File: src/rtl/pool_pkg.sv
// Shared types and sizes for the row pooling block.
// Holds the window/mode/state encodings used by pool and pool_lane.
package pool_pkg;

    localparam int DWIDTH      = 16;
    localparam int DESIGN_SIZE = 16;
    localparam int MASK_WIDTH  = 16;
    localparam int AWIDTH      = DWIDTH + 2;
    localparam int ROW_WIDTH   = DESIGN_SIZE * DWIDTH;

    typedef enum logic [1:0] {
        WIN_1   = 2'b00,
        WIN_2   = 2'b01,
        WIN_4   = 2'b10,
        WIN_RSV = 2'b11
    } pool_window_e;

    typedef enum logic {
        MODE_MAX = 1'b0,
        MODE_AVG = 1'b1
    } pool_mode_e;

    typedef enum logic [1:0] {
        ST_IDLE  = 2'b00,
        ST_ACCUM = 2'b01,
        ST_DONE  = 2'b10
    } state_e;

    // log2 of the window row count; the reserved code behaves as 1 row
    function automatic logic [1:0] win_shift(input logic [1:0] w);
        logic [1:0] s;
        case (w)
            WIN_2:   s = 2'd1;
            WIN_4:   s = 2'd2;
            default: s = 2'd0;
        endcase
        return s;
    endfunction

    function automatic logic [1:0] win_last_idx(input logic [1:0] sh);
        logic [1:0] idx;
        case (sh)
            2'd1:    idx = 2'd1;
            2'd2:    idx = 2'd3;
            default: idx = 2'd0;
        endcase
        return idx;
    endfunction

endpackage

File: src/rtl/pool_if.sv
// Row stream bundle between the upstream norm stage and pool.
// master drives rows and configuration, slave returns pooled rows.
interface pool_if;
    import pool_pkg::*;

    logic                  enable_pool;
    logic [1:0]            pool_window;
    logic                  pool_mode;
    logic                  in_data_available;
    logic [ROW_WIDTH-1:0]  inp_data;
    logic [MASK_WIDTH-1:0] validity_mask;
    logic                  inp_last;
    logic [ROW_WIDTH-1:0]  out_data;
    logic                  out_data_available;
    logic                  done_pool;

    modport master (
        output enable_pool,
        output pool_window,
        output pool_mode,
        output in_data_available,
        output inp_data,
        output validity_mask,
        output inp_last,
        input  out_data,
        input  out_data_available,
        input  done_pool
    );

    modport slave (
        input  enable_pool,
        input  pool_window,
        input  pool_mode,
        input  in_data_available,
        input  inp_data,
        input  validity_mask,
        input  inp_last,
        output out_data,
        output out_data_available,
        output done_pool
    );

endinterface

File: src/rtl/pool_lane.sv
// One lane of the pooler: max/sum accumulator plus registered output select.
// The first row of a window overwrites the accumulator instead of merging.
module pool_lane
    import pool_pkg::*;
(
    input  logic              clk,
    input  logic              reset,
    input  logic              accept_i,
    input  logic              first_i,
    input  logic              flush_i,
    input  logic              bypass_i,
    input  logic              mode_i,
    input  logic              valid_i,
    input  logic [1:0]        shift_i,
    input  logic [DWIDTH-1:0] row_i,
    output logic [DWIDTH-1:0] out_o
);

    logic signed [AWIDTH-1:0] acc_q, acc_d;
    logic signed [AWIDTH-1:0] row_x;
    logic signed [AWIDTH-1:0] sum;
    logic signed [AWIDTH-1:0] avg;
    logic signed [DWIDTH-1:0] acc_lo;
    logic signed [DWIDTH-1:0] mx;
    logic [DWIDTH-1:0]        pooled;
    logic [DWIDTH-1:0]        out_q, out_d;

    always_comb begin
        row_x  = {{2{row_i[DWIDTH-1]}}, row_i};
        acc_lo = acc_q[DWIDTH-1:0];
        sum    = first_i ? row_x : acc_q + row_x;
        avg    = sum >>> shift_i;
        mx     = (first_i || ($signed(row_i) > acc_lo)) ? row_i : acc_lo;
        pooled = mode_i ? DWIDTH'(avg) : mx;
        acc_d  = acc_q;
        out_d  = out_q;
        if (accept_i) begin
            if (flush_i) begin
                acc_d = '0;
                out_d = (bypass_i || !valid_i) ? row_i : pooled;
            end else begin
                acc_d = mode_i ? sum : {{2{mx[DWIDTH-1]}}, mx};
            end
        end
    end

    always_ff @(posedge clk) begin
        if (reset) begin
            acc_q <= '0;
            out_q <= '0;
        end else begin
            acc_q <= acc_d;
            out_q <= out_d;
        end
    end

    assign out_o = out_q;

endmodule

File: src/rtl/pool.sv
// Row pooling stage: groups 1/2/4 rows per window and emits max or average.
// Holds the stream FSM, window row counter and per-stream configuration.
module pool
    import pool_pkg::*;
(
    input  logic clk,
    input  logic reset,
    pool_if.slave bus
);

    state_e                state_q, state_d;
    logic [1:0]            cnt_q, cnt_d;
    logic [MASK_WIDTH-1:0] mask_q, mask_d;
    logic                  en_q, en_d;
    logic [1:0]            win_q, win_d;
    logic                  mode_q, mode_d;
    logic                  avail_q, avail_d;
    logic                  done_q, done_d;

    logic                  accept;
    logic                  first_row;
    logic                  win_first;
    logic                  win_done;
    logic                  en_eff;
    logic [1:0]            win_eff;
    logic                  mode_eff;
    logic [1:0]            shift_eff;
    logic [1:0]            last_idx;
    logic [MASK_WIDTH-1:0] mask_eff;
    logic [ROW_WIDTH-1:0]  out_w;

    // Configuration is live on the stream's first row, held afterwards
    always_comb begin
        accept    = bus.in_data_available && (state_q != ST_DONE);
        first_row = (state_q == ST_IDLE);
        en_eff    = first_row ? bus.enable_pool : en_q;
        win_eff   = first_row ? bus.pool_window : win_q;
        mode_eff  = first_row ? bus.pool_mode : mode_q;
        shift_eff = en_eff ? win_shift(win_eff) : 2'd0;
        last_idx  = win_last_idx(shift_eff);
        win_first = (cnt_q == 2'd0);
        mask_eff  = win_first ? bus.validity_mask : mask_q;
        win_done  = accept && ((cnt_q == last_idx) || bus.inp_last);
        avail_d   = win_done;
    end

    always_comb begin
        state_d = state_q;
        cnt_d   = cnt_q;
        mask_d  = mask_q;
        en_d    = en_q;
        win_d   = win_q;
        mode_d  = mode_q;
        done_d  = 1'b0;
        case (state_q)
            ST_IDLE: begin
                if (accept) begin
                    en_d    = bus.enable_pool;
                    win_d   = bus.pool_window;
                    mode_d  = bus.pool_mode;
                    state_d = bus.inp_last ? ST_DONE : ST_ACCUM;
                end
            end
            ST_ACCUM: begin
                if (accept && bus.inp_last) begin
                    state_d = ST_DONE;
                end
            end
            ST_DONE: begin
                state_d = ST_IDLE;
                done_d  = 1'b1;
            end
            default: state_d = ST_IDLE;
        endcase
        if (accept) begin
            cnt_d = win_done ? 2'd0 : cnt_q + 2'd1;
            if (win_first) begin
                mask_d = bus.validity_mask;
            end
        end
    end

    always_ff @(posedge clk) begin
        if (reset) begin
            state_q <= ST_IDLE;
            cnt_q   <= '0;
            mask_q  <= '0;
            en_q    <= 1'b0;
            win_q   <= '0;
            mode_q  <= 1'b0;
            avail_q <= 1'b0;
            done_q  <= 1'b0;
        end else begin
            state_q <= state_d;
            cnt_q   <= cnt_d;
            mask_q  <= mask_d;
            en_q    <= en_d;
            win_q   <= win_d;
            mode_q  <= mode_d;
            avail_q <= avail_d;
            done_q  <= done_d;
        end
    end

    for (genvar i = 0; i < DESIGN_SIZE; i++) begin : g_lane
        pool_lane u_lane (
            .clk      (clk),
            .reset    (reset),
            .accept_i (accept),
            .first_i  (win_first),
            .flush_i  (win_done),
            .bypass_i (!en_eff),
            .mode_i   (mode_eff == MODE_AVG),
            .valid_i  (mask_eff[i]),
            .shift_i  (shift_eff),
            .row_i    (bus.inp_data[i*DWIDTH +: DWIDTH]),
            .out_o    (out_w[i*DWIDTH +: DWIDTH])
        );
    end

    assign bus.out_data           = out_w;
    assign bus.out_data_available = avail_q;
    assign bus.done_pool          = done_q;

endmodule
File: src/flat_wrapper.sv
// flat-port wrapper written by rule: the top's interface ports become plain ports
module pool_flat import pool_pkg::*;
  (clk, reset, bus_enable_pool, bus_pool_window, bus_pool_mode, bus_in_data_available, bus_inp_data, bus_validity_mask, bus_inp_last, bus_out_data, bus_out_data_available, bus_done_pool);
  pool_if bus_i ();
  input  logic clk;
  input  logic reset;
  input wire logic [$bits(bus_i.enable_pool)-1:0] bus_enable_pool;
  input wire logic [$bits(bus_i.pool_window)-1:0] bus_pool_window;
  input wire logic [$bits(bus_i.pool_mode)-1:0] bus_pool_mode;
  input wire logic [$bits(bus_i.in_data_available)-1:0] bus_in_data_available;
  input wire logic [$bits(bus_i.inp_data)-1:0] bus_inp_data;
  input wire logic [$bits(bus_i.validity_mask)-1:0] bus_validity_mask;
  input wire logic [$bits(bus_i.inp_last)-1:0] bus_inp_last;
  output wire logic [$bits(bus_i.out_data)-1:0] bus_out_data;
  output wire logic [$bits(bus_i.out_data_available)-1:0] bus_out_data_available;
  output wire logic [$bits(bus_i.done_pool)-1:0] bus_done_pool;
  assign bus_i.enable_pool = bus_enable_pool;
  assign bus_i.pool_window = bus_pool_window;
  assign bus_i.pool_mode = bus_pool_mode;
  assign bus_i.in_data_available = bus_in_data_available;
  assign bus_i.inp_data = bus_inp_data;
  assign bus_i.validity_mask = bus_validity_mask;
  assign bus_i.inp_last = bus_inp_last;
  assign bus_out_data = bus_i.out_data;
  assign bus_out_data_available = bus_i.out_data_available;
  assign bus_done_pool = bus_i.done_pool;
  pool u_core (.clk(clk), .reset(reset), .bus(bus_i));
endmodule
File: config.mk
export PLATFORM = sky130hd
export DESIGN_NAME = pool_flat
export DESIGN_NICKNAME = d
export VERILOG_FILES = /design/src/rtl/pool_pkg.sv /design/src/rtl/pool_if.sv /design/src/rtl/pool_lane.sv /design/src/rtl/pool.sv /design/src/flat_wrapper.sv
export SDC_FILE = /design/constraint.sdc
export NUM_CORES = 2
export LEC_CHECK = 0
export ABC_AREA = 1
export CORE_ASPECT_RATIO = 1.2
export CORE_UTILIZATION = 60
export DETAILED_ROUTE_END_ITERATION = 8
export PLACE_DENSITY = 0.81
export SYNTH_ARGS = -nofsm -noshare
export SYNTH_HDL_FRONTEND = slang
export SYNTH_HIERARCHICAL = 1
export SYNTH_SLANG_ARGS = --single-unit
File: constraint.sdc
create_clock -name clk -period 12.3 [get_ports clk]
set_input_delay 1.23 -clock clk [delete_from_list [all_inputs] [get_ports clk]]
set_output_delay 1.23 -clock clk [all_outputs]
set_load 0.1 [all_outputs]
==> flow_summary.json <==
{
  "ios": 538,
  "synth-simple-area-share_pct": 43.0,
  "rows": 133,
  "finalPower_w": 0.00799,
  "period_share_pct": 41.4,
  "start_util_pct": 60.7,
  "p_leak_nw": 34.3,
  "tightest_slew_ps": 1350,
  "nets": 12499,
  "relSlewSlack_pct": 9.54,
  "grt_pass1_vias": 71567,
  "yosys.cell_count.top_type": "nand2_1",
  "clock_sinks": 570,
  "coreArea_um2": 110000,
  "worstSetupEndpointType": "register",
  "syn_to_final_growth_pct": 10.9,
  "routabilityCongestion": 1.01,
  "powerDensity_nw_per_um2": 108,
  "first_pass_iters": 8,
  "synth_fa_ha_area_share_pct": 10.4,
  "design_area_um2": 73900,
  "clkTransAtPathRegs_ps": 60,
  "dp_hpwl_um": 173000,
  "place_area_um2": 71400,
  "die_h_um": 367,
  "crit_top_cell": "buf_4",
  "period_minus_slack_ps": 5090,
  "synth_ff_type": "dfxtp_1",
  "reg2reg_from": "u_core/cnt_q[0]",
  "cts_hold_buf": 0,
  "syn_inst": 11502,
  "final_hold_viol_count": 0,
  "root_buffer": "clkbuf_16",
  "fmax_mhz": 196,
  "worstSetupStartpointType": "register",
  "fin_ws_ps": 7210,
  "cpPeakStageDelay_ps": 760,
  "grt_max_degree": 152,
  "crit_fanout": 63,
  "synth_top_family_by_area": "simple AND/OR/NAND/NOR gates",
  "critPathTopFamily": "buffers and inverters",
  "path_class": "register to register",
  "status": "finished clean",
  "crit_buf_inv": 6,
  "cts-htree-levels": 3,
  "clk_path_buf_depth": 3,
  "grt.total_usage_pct": 39.7,
  "synth_area_um2": 66600,
  "grt_antenna_before_repair": 36,
  "synthXorXnorAreaFrac_pct": 0.210,
  "clock_skew_ps": 26.8,
  "grt_pass1_wl_um": 368000,
  "synthMuxAreaShare_pct": 0,
  "ys_warn_count": 6,
  "crit_path_start": "u_core/cnt_q[0]",
  "die_w_um": 306,
  "grt_overflow": 0,
  "synth.distinct_cells": 48,
  "cts_tree": "done",
  "post_cts_buffers": 0,
  "synth_top_area_cell": "nand2_1",
  "vias": 77840,
  "viasPerCell": 5.91,
  "totalWireLength_um": 233000,
  "syn_nets": 12328,
  "min_path_type": "register to register",
  "drcViolationCount": 0,
  "async_flop_share_pct": 0,
  "layout.cells.non_filler": 13163,
  "ir_drop_v": 0.000125,
  "path_cells": "inv_1 > ha_4 > buf_4 > buf_4 > buf_4 > inv_1 > buf_4 > nand3_1 > nand2_1 > o21ai_0 > nand2_1 > nand3_1 > nand3_1 > nand2_1 > a21oi_2",
  "place_ws_ps": 6800,
  "setup_viol": 0,
  "critical-path-slowest-cell": "buf_4",
  "io_buffers": 537,
  "synth_compound_area_share_pct": 17.5,
  "ys_ff_latch": 570,
  "hold_path_startpoint": "u_core/mask_q[2]",
  "drv_slew": 0,
  "syn_area_per_cell_um2": 5.79,
  "arrival_ps": 5630,
  "synth_top_area_share_pct": 21.1,
  "yosys-top-cells-count": "nand2_1 (3743), nand3_1 (1569), inv_1 (1232)",
  "layout-drive-gt1-share_pct": 7.24,
  "cts_resized": 0,
  "synthTopCellsByArea": "nand2_1 (21%), dfxtp_1 (17%), nand3_1 (12%)",
  "cts_made_buffers": 71,
  "grt_setup_unrepaired": "no",
  "die_area_um2": 112000,
  "ant_nets": 0,
  "fin_setup_tns_ps": 0,
  "maxCapViolCount": 0,
  "routedWlPerCell_um": 17.7,
  "dp_cells": 13017,
  "cp.required_ps": 12840,
  "yosysSeqAreaShare_pct": 17.1,
  "drtIter0Drc": 8413,
  "synth_edf_count": 0,
  "insertion_delay_ps": 700
}
[worst register-to-register path, cell delays in order, from the launching register on]
cell and delay [ps]:
dfxtp_1 310, inv_1 180, ha_4 400, buf_4 630, buf_4 790, buf_4 810
inv_1 440, buf_4 360, nand3_1 140, nand2_1 90, o21ai_0 260, nand2_1 130
nand3_1 120, nand3_1 100, nand2_1 130, a21oi_2 50
[area by class of cell]
| type | count | area [um^2] |
|---|---|---|
| flip-flops and latches | 570 | 11400 |
| diodes | 19 | 47.5 |
| clock inverters | 32 | 344 |
| multi-input cells | 9121 | 47400 |
| inverters | 1306 | 4900 |
| repair buffers | 603 | 5900 |
| clock buffers | 95 | 2070 |
| well taps | 1417 | 1770 |
| fillers | 10548 | 36000 |
[flip-flops by register name, indices dropped and copies added (netlist names)]
signal	flops
u_core/bus.done_pool	1
u_core/bus.out_data_available	1
u_core/cnt_q	2
u_core/en_q	1
u_core/g_lane.u_lane/acc_q	288
u_core/g_lane.u_lane/out_o	256
u_core/mask_q	16
u_core/mode_q	1
u_core/state_q	2
u_core/win_q	2
[report_power, final]
group / total (W) / internal (W) / switching (W)
Sequential: 0.00210 / 0.00198 / 0.000120
Combinational: 0.00363 / 0.00107 / 0.00257
Clock: 0.00226 / 0.00130 / 0.000959
Total: 0.00799 / 0.00435 / 0.00365
[path summary, 6_finish.rpt]
kind,to,slack (ps),depth (start not counted)
worst max-delay path,u_core/g_lane[12].u_lane/out_o[5],7210,15
worst min-delay path,u_core/mask_q[2],450,2
worst max register to register,u_core/g_lane[12].u_lane/out_o[5],7210,15
worst min register to register,u_core/mask_q[2],450,2
[logic make-up after synthesis]
group                    count (synthesis)
AND/OR/NAND/NOR                       6531
AO/OA/AOI/OAI                         2028
buffers and inverters                 1811
flip-flops                             570
adder cells (fa/ha/maj)                546
XOR/XNOR                                16
[layout by cell type (no fill, tap or decap), drive strengths merged, types with 19 or more instances in the layout]
cell type and count:
a21oi 1390, and2 58, buf 77, clkbuf 95
clkdlybuf4s50 526, clkinv 51, dfxtp 570, diode 19
ha 530, inv 1275, nand2 3884, nand3 1666
nand4 49, nor2 673, nor3 154, o211ai 53
o21ai 488, o21bai 55, o221ai 24, or2 23
[routing by layer]
| layer | vias up | track usage [%] | part of all wire, % |
|---|---|---|---|
| met5 | - | 0 | 0.10 |
| met1 | 35472 | 48.1 | 40 |
| met3 | 712 | 9.13 | 10 |
| met4 | 38 | 21.5 | 5.2 |
| met2 | 3808 | 64.7 | 45 |
| li1 | 37810 | - | - |
[stage by stage]
step | util, % | hold slack [ps]
floorplan | - | 422
global placement | 65.0 | 441
detailed placement | 65.0 | 451
CTS | 67.2 | 460
global route | 67.3 | 477
finish | 67.3 | 454
No activity file was read; power rests on OpenSTA's default activity.
